===== src/rtl/sha_round_sequencer.sv =====
// rtl/sha_round_sequencer.sv - round counter and control sequencer for SHA-2 compression cores
module sha_round_sequencer #(
    parameter int ROUNDS    = 64,
    parameter int IDX_W     = 6,
    parameter int MSG_W     = 16,
    parameter int BLK_CNT_W = 8
) (
    input  logic                 inclk,
    input  logic                 reset_n,
    input  logic                 start,
    input  logic                 abort,
    input  logic                 blk_valid,
    input  logic                 blk_last,
    output logic                 blk_ready,
    output logic                 init_h,
    output logic                 load,
    output logic                 round_en,
    output logic [IDX_W-1:0]     round_idx,
    output logic                 w_sel,
    output logic                 hash_upd,
    output logic [BLK_CNT_W-1:0] blk_cnt,
    output logic                 busy,
    output logic                 dig_valid,
    input  logic                 dig_ready
);

    typedef enum logic [2:0] {
        S_IDLE,
        S_INIT,
        S_WAITBLK,
        S_LOAD,
        S_ROUND,
        S_UPDATE,
        S_DONE
    } state_t;

    localparam logic [IDX_W-1:0] LAST_IDX = IDX_W'(ROUNDS - 1);

    state_t state;
    state_t state_nxt;
    logic   last_q;

    // State register; reset lands in IDLE so every decoded output drops at once
    always_ff @(posedge inclk or negedge reset_n) begin
        if (!reset_n) begin
            state <= S_IDLE;
        end else begin
            state <= state_nxt;
        end
    end

    // Next-state and Moore output decode; abort overrides any transition
    always_comb begin
        state_nxt = state;
        blk_ready = 1'b0;
        init_h    = 1'b0;
        load      = 1'b0;
        round_en  = 1'b0;
        w_sel     = 1'b0;
        hash_upd  = 1'b0;
        dig_valid = 1'b0;
        busy      = (state != S_IDLE);
        case (state)
            S_IDLE: begin
                if (start) state_nxt = S_INIT;
            end
            S_INIT: begin
                init_h    = 1'b1;
                state_nxt = S_WAITBLK;
            end
            S_WAITBLK: begin
                blk_ready = 1'b1;
                if (blk_valid) state_nxt = S_LOAD;
            end
            S_LOAD: begin
                load      = 1'b1;
                state_nxt = S_ROUND;
            end
            S_ROUND: begin
                round_en = 1'b1;
                w_sel    = (int'(round_idx) < MSG_W);
                if (round_idx == LAST_IDX) state_nxt = S_UPDATE;
            end
            S_UPDATE: begin
                hash_upd  = 1'b1;
                state_nxt = last_q ? S_DONE : S_WAITBLK;
            end
            S_DONE: begin
                dig_valid = 1'b1;
                if (dig_ready) state_nxt = S_IDLE;
            end
            default: state_nxt = S_IDLE;
        endcase
        if (abort) state_nxt = S_IDLE;
    end

    // Round index, block counter and last-block flag
    always_ff @(posedge inclk or negedge reset_n) begin
        if (!reset_n) begin
            round_idx <= '0;
            blk_cnt   <= '0;
            last_q    <= 1'b0;
        end else if (abort && state != S_IDLE) begin
            round_idx <= '0;
            blk_cnt   <= '0;
            last_q    <= 1'b0;
        end else begin
            case (state)
                S_INIT: begin
                    blk_cnt <= '0;
                end
                S_WAITBLK: begin
                    if (blk_valid) last_q <= blk_last;
                end
                S_LOAD: begin
                    round_idx <= '0;
                end
                S_ROUND: begin
                    if (round_idx == LAST_IDX) round_idx <= '0;
                    else                       round_idx <= round_idx + 1'b1;
                end
                S_UPDATE: begin
                    if (blk_cnt != '1) blk_cnt <= blk_cnt + 1'b1;
                end
                default: ;
            endcase
        end
    end

endmodule


===== config.mk =====
export PLATFORM = sky130hd
export DESIGN_NAME = sha_round_sequencer
export DESIGN_NICKNAME = d
export VERILOG_FILES = /design/src/rtl/sha_round_sequencer.sv
export SDC_FILE = /design/constraint.sdc
export NUM_CORES = 1
export LEC_CHECK = 0
export BUFFER_PORTS_ARGS = -buffer_cell sky130_fd_sc_hd__buf_2
export CELL_PAD_IN_SITES_DETAIL_PLACEMENT = 1
export CELL_PAD_IN_SITES_GLOBAL_PLACEMENT = 2
export CORE_MARGIN = 10
export CORE_UTILIZATION = 28
export DETAILED_ROUTE_END_ITERATION = 7
export PLACE_DENSITY = 0.78
export SLEW_MARGIN = 20
export SYNTH_ARGS = -nofsm -noshare
export SYNTH_HDL_FRONTEND = slang
export SYNTH_SLANG_ARGS = --single-unit

===== constraint.sdc =====
create_clock -name inclk -period 1.7 [get_ports inclk]
set_clock_uncertainty 0.1 [all_clocks]
set_input_delay 0.34 -clock inclk [delete_from_list [all_inputs] [get_ports inclk]]
set_output_delay 0.34 -clock inclk [all_outputs]
set_load 0.02 [all_outputs]

==> flow_metrics.tcl, run 1 <==
set metrics [dict create \
    rr_startpoint "state[1]$_DFFE_PN0P_" \
    ys_async_sr_fraction 1.00 \
    grt.total_usage 0.0993 \
    ant_nets 0 \
    cts_max_level 1 \
    ir_drop_uv 522 \
    worst_setup_path_end_kind "primary output" \
    power_frac_seq 0.438 \
    fmaxAchievable_mhz 583 \
    worst_pin_slew_ns 0.447 \
    setup_ws_ns -0.0148 \
    post-dp-hpwl_mm 2.56 \
    cp.required_ns 1.26 \
    final_cell_area_um2 1600 \
    critical_path_class "reg2out" \
    maxCapViolCount 0 \
    grt-ovfl-total 0 \
    timing.final.max_slew_violations 0 \
    syn_area_per_cell_um2 9.53 \
    start_util 0.298 \
    worstPathMaxFanout 7 \
    internal_power_uw 743 \
    antenna_found_initial 0 \
    crit_start "state[1]$_DFFE_PN0P_" \
    place_area_um2 1400 \
    cts_buffers 3 \
    critPathSlowestCell "dfrtp_2" \
    drtPass1Iterations 4 \
    syn_to_final_growth_pct 43.1 \
    wl_per_cell_um 16.5 \
    relSlewSlack 0.702 \
    violations "setup timing" \
    max_stage_delay_ns 0.46 \
    sw_frac_of_total 0.310 \
    clock-root-buffer "clkbuf_8" \
    rsz0062_at_grt "yes" \
    instances_no_fill 211 \
    grt_pass1_wl_mm 5.91 \
    routed_wl_mm 3.48 \
    cp_num_cells 3 \
    cts_buffer_depth 2 \
    die_x_um 83.1 \
    cpMostUsedCell "nor3b_4" \
    clkSinkCount 18 \
    dr.first_iter.drc_count 20 \
    cts_tree "yes" \
    cpLargestDelayFamily "flip-flops" \
    rrSetupSlack_ns 0.03 \
    first_global_vias 1210 \
    period_needed_ns 1.71 \
    yosysWarnings 0 \
    comb_power_share 0.287 \
    worst-r2r-cell-count 4 \
    coreArea_um2 3740 \
    critPathBufInv 1 \
    via_per_inst 5.10 \
    synthCells 117 \
    ys_ff_latch 18 \
    insertion_delay_ns 0.25 \
    crit_chain "nor3b_4 > nor3b_4 > buf_6" \
    synth_edf_count 0 \
    endpoint "w_sel" \
    syn-cell-area_um2 1110 \
    row_count 22 \
    nNetsFinal 174 \
    switching_power_uw 334 \
    synth.yosys.seq_area_share 0.404 \
    yosysUniqueCellTypes 37 \
    vias 1077 \
    hold_path_class "in2reg" \
    clk_pin_slew_worst_paths_ns 0.07 \
    grt_max_degree 19 \
    worstSetupStartpointType "flip-flop" \
    crit_arrival_ns 1.27 \
    drc 0 \
    status "finished with violations" \
    clkPwrFrac 0.275 \
    io_pins 29 \
    r2r_end "round_idx[3]$_DFFE_PN0P_" \
    die_height_um 83.1 \
    final-hold-violation-count 0 \
    setup_violations 1 \
    drive_above_1_share 0.460 \
    synth_flop_cell "dfrtp_1" \
    dp.cells 200 \
    port_buffers 28 \
    synth_nets 126 \
    power_density_nw_per_um2 675 \
    place.gp.congestion 0.755 \
    period_share 1.01 \
    p_leak_nw 0.795 \
    die-area_um2 6910 \
    antenna_cells 0 \
    whs_ns 0.285 \
]
## worst min path at each step
stage	cells after the start	end	slack, ns	start
4_1_cts	2	state[1]$_DFFE_PN0P_	0.27	abort
3_3_place_gp	1	round_idx[4]$_DFFE_PN0P_	0.20	reset_n
6_report	3	last_q$_DFFE_PN0P_	0.29	blk_last
5_1_grt	2	state[2]$_DFFE_PN0P_	0.32	abort
3_5_place_dp	1	round_idx[4]$_DFFE_PN0P_	0.20	reset_n
2_1_floorplan	0	blk_cnt[0]$_DFFE_PN0P_	-0.06	reset_n
## cells in the mapped netlist (2+ instances only)
| cell type | instances | share of area |
|---|---|---|
| dfrtp_1 | 18 | 0.40 |
| nor2_1 | 12 | 0.040 |
| and3_1 | 9 | 0.051 |
| a21oi_1 | 7 | 0.031 |
| nand3_1 | 6 | 0.027 |
| nand2b_1 | 5 | 0.028 |
| nor3_1 | 5 | 0.022 |
| o21ai_0 | 5 | 0.022 |
| inv_1 | 4 | 0.013 |
| nand2_1 | 4 | 0.013 |
| a211o_1 | 3 | 0.024 |
| a22o_1 | 3 | 0.024 |
| buf_4 | 3 | 0.020 |
| a221o_1 | 2 | 0.018 |
| a41oi_1 | 2 | 0.016 |
| buf_2 | 2 | 0.0090 |
| ha_1 | 2 | 0.022 |
| mux2i_1 | 2 | 0.018 |
| nor2b_1 | 2 | 0.011 |
| nor3b_1 | 2 | 0.013 |
| o22a_1 | 2 | 0.016 |
| xor2_1 | 2 | 0.016 |
## final cells by class
type / instances / area [µm²]
well taps: 48 / 60.1
multi-input cells: 89 / 693
inverters: 4 / 15.0
fillers: 441 / 2150
clock buffers: 3 / 41.3
flip-flops and latches: 18 / 457
repair buffers: 49 / 329
## timing repair
item | in CTS | in global routing
resized for setup | 11 | 15
setup endpoints to repair | 8 | 18
pin swaps | 2 | 3
hold buffers | 1 | 0
endpoints found under the hold margin | 18 | 0
setup buffers | 3 | 4
## routing by layer
layer,GRT usage,routed length (µm),vias up
li1,-,-,525
met1,0.114,1490,533
met2,0.180,1810,19
met3,0.0342,178,0
met4,0.00462,0,0
met5,0,0,-
## through the flow
step           worst slack, ns  setup TNS [ns]  total power, mW   util
6_report               -0.0148         -0.0148             1.08  0.426
5_1_grt                -0.0844          -0.389             1.14  0.426
4_1_cts                -0.0387         -0.0387             1.06  0.402
3_5_place_dp           -0.0194         -0.0194            0.724  0.374
3_3_place_gp            0.0111               0            0.716  0.374
2_1_floorplan           0.0126               0            0.639      -
## power groups by stage
stage | combinational, mW | sequential [mW] | clock, mW
detailed placement | 0.244 | 0.480 | 0
CTS | 0.277 | 0.471 | 0.310
global route | 0.342 | 0.473 | 0.324
global placement | 0.239 | 0.477 | 0
finish | 0.309 | 0.471 | 0.296
floorplan | 0.166 | 0.472 | 0
## tightest hold or removal path, delay by kind of cell
kind / cells / cell delay [ns]
buf+inv: 1 / 0.08
mux: 1 / 0.06
compound gates: 1 / 0.12
## layout by cell type, fill, tap and decap left out, types with 2 or more instances in the layout
cell type  count
a22o_1         3
a211o_1        3
dfrtp_2        5
buf_6          5
nor2_1        10
inv_1          4
buf_4         19
nor3b_4        2
o22a_1         2
nand2b_1       3
and3_2         2
clkbuf_8       3
o21ai_0        5
a41oi_1        2
mux2i_1        2
nor3_1         5
a31oi_4        2
dfrtp_1       13
buf_2         24
nand2_1        4
nand3_1        5
a21oi_1        7
and3_1         6
a221o_1        2
xor2_1         2
## state kept, by name, summed over array words and instances, names as in the netlist
signal / flops
last_q: 1
blk_cnt: 8
state: 3
round_idx: 6
## cell families after synthesis
group                    after synthesis  share of synthesized area
XOR/XNOR                               2                     0.0157
buffers and inverters                 10                     0.0527
AO/OA/AOI/OAI                         32                      0.226
multiplexers                           3                     0.0281
adder cells (fa/ha/maj)                2                     0.0224
AND/OR/NAND/NOR                       50                      0.251
flip-flops                            18                      0.404
Power figures use the tool's default switching activity.
==> run 2: changes to the inputs <==
--- a/config.mk
+++ b/config.mk
@@ -11,7 +11,7 @@
 export CORE_MARGIN = 10
 export CORE_UTILIZATION = 28
 export DETAILED_ROUTE_END_ITERATION = 7
-export PLACE_DENSITY = 0.78
+export PLACE_DENSITY = 0.75
 export SLEW_MARGIN = 20
 export SYNTH_ARGS = -nofsm -noshare
 export SYNTH_HDL_FRONTEND = slang
==> run 2 against run 1 <==
Via count is 2.2% higher. Clock-buffer cell count is 1 higher. Fmax is 2.0% lower. Sequential power is 1% lower. Non-clock buffer count is 1 higher. Combinational power is 10% higher. Flip-flop and latch count stayed put. Critical endpoint unchanged. The run still ends with setup timing left. Critical path depth is 1 higher.
==> flow_metrics.tcl, run 2 (synthesis gave the netlist of run 1 again) <==
set metrics [dict create \
    status "finished with violations" \
    violations "setup timing" \
    drc 0 \
    final_cell_area_um2 1620 \
    critical_path_class "reg2out" \
    final_cell_mix "buf_4, buf_2, dfrtp_1" \
    fin_setup_tns_ns -0.193 \
    p_leak_nw 0.808 \
    power_mw 1.11 \
    insertion_delay_ns 0.25 \
    die_x_um 83.1 \
    rsz0062_at_grt "yes" \
    top_register "blk_cnt" \
    place.gp.congestion 0.778 \
    drive_above_1_share 0.455 \
    cts_tree "yes" \
    row_count 22 \
    cts_buffers 3 \
    hold_path_class "in2reg" \
    syn_to_final_growth_pct 45.7 \
    grt_pass1_wl_mm 5.68 \
    r2r_end "round_idx[3]$_DFFE_PN0P_" \
    via_per_inst 5.17 \
    endpoint "w_sel" \
    final-hold-violation-count 0 \
    worstSetupStartpointType "flip-flop" \
    die-area_um2 6910 \
    io_pins 29 \
    wl_per_cell_um 15.6 \
    coreArea_um2 3740 \
    ir_drop_uv 489 \
    dr.first_iter.drc_count 14 \
    vias 1101 \
    crit_arrival_ns 1.31 \
    antenna_cells 0 \
    rrSetupSlack_ns -0.02 \
    clkSinkCount 18 \
    fmaxAchievable_mhz 571 \
    die_height_um 83.1 \
    worstPathMaxFanout 2 \
    period_needed_ns 1.75 \
    worst_pin_slew_ns 0.431 \
    setup_ws_ns -0.0505 \
    post-dp-hpwl_mm 2.43 \
    crit_start "state[1]$_DFFE_PN0P_" \
    rr_startpoint "state[1]$_DFFE_PN0P_" \
    worst-r2r-cell-count 5 \
    period_share 1.03 \
    maxCapViolCount 0 \
    cts_buffer_depth 2 \
    start_util 0.298 \
    relSlewSlack 0.713 \
    cp.required_ns 1.26 \
    clk_pin_slew_worst_paths_ns 0.07 \
    port_buffers 28 \
    place_area_um2 1420 \
    timing.final.max_slew_violations 0 \
    power_density_nw_per_um2 684 \
    nNetsFinal 175 \
    largest_register_ffs 8 \
    worst_setup_path_end_kind "primary output" \
    setup_violations 6 \
    routed_wl_mm 3.33 \
    ant_nets 0 \
    clock-root-buffer "clkbuf_8" \
    grt_max_degree 19 \
    grt-ovfl-total 0 \
    final_common_cell "buf_4" \
    grt.total_usage 0.0942 \
    cts_max_level 1 \
    first_global_vias 1175 \
    antenna_found_initial 0 \
    drtPass1Iterations 4 \
    reg_top3 "blk_cnt (8), round_idx (6), state (3)" \
]
[run 2: changes by cell type in the layout (fill, tap and decap cells not counted), moves of 2 or more]
cell,before,now
buf_4,19,23
o21ai_0,5,3
o21ai_1,0,2
and3_1,6,8
buf_2,24,20
nor2_1,10,8
[run 2: metal layers]
metal  vias up  share of wire  track usage
li1        532              -            -
met1       551           0.45        0.110
met2        16           0.50        0.159
met3         2          0.049       0.0361
met4         0         0.0048       0.0185
met5         -              0            0
[run 2: final cells by class]
cell class	count	area, µm²
Multi-Input combinational cell	89	698
Inverter	4	15.0
Fill cell	464	2120
Timing Repair Buffer	50	350
Clock buffer	4	45.0
Tap cell	48	60.1
Sequential cell	18	455
[run 2: worst min path at each step]
stage	end	from	cells past startpoint
after global placement	round_idx[5]$_DFFE_PN0P_	reset_n	1
after global routing	state[2]$_DFFE_PN0P_	abort	2
after CTS	state[2]$_DFFE_PN0P_	abort	2
final	last_q$_DFFE_PN0P_	blk_last	3
after detailed placement	round_idx[5]$_DFFE_PN0P_	reset_n	1
after floorplan	blk_cnt[0]$_DFFE_PN0P_	reset_n	0
[run 2: stage by stage]
| step | utilization | cells | setup WS (ns) | hold WS (ns) |
|---|---|---|---|---|
| finish | 0.434 | 213 | -0.0505 | 0.270 |
| global route | 0.434 | 213 | -0.138 | 0.291 |
| CTS | 0.412 | 210 | -0.0852 | 0.250 |
| detailed placement | 0.378 | 202 | 0.0554 | 0.206 |
| global placement | 0.378 | 202 | 0.0880 | 0.202 |
| floorplan | - | 117 | 0.0126 | -0.0556 |
[run 2: power breakdown]
part           switching [mW]  total, mW  leakage (nW)  internal (mW)
Clock                   0.139      0.305        0.0228          0.166
Sequential             0.0176      0.465         0.243          0.447
Combinational           0.182      0.341         0.542          0.159
[run 2: timing repair]
item | CTS | global route
setup buffers | 3 | 3
hold buffers | 1 | 0
endpoints found under the hold margin | 18 | 0
pin swaps | 1 | 4
resized for setup | 16 | 17
endpoints found under the setup margin | 7 | 15
[run 2: worst max-delay path: stages, from the launching register on]
cell and delay [ns]:
dfrtp_1 0.40, buf_6 0.13, nor3b_4 0.18, nor3b_4 0.21, buf_6 0.14
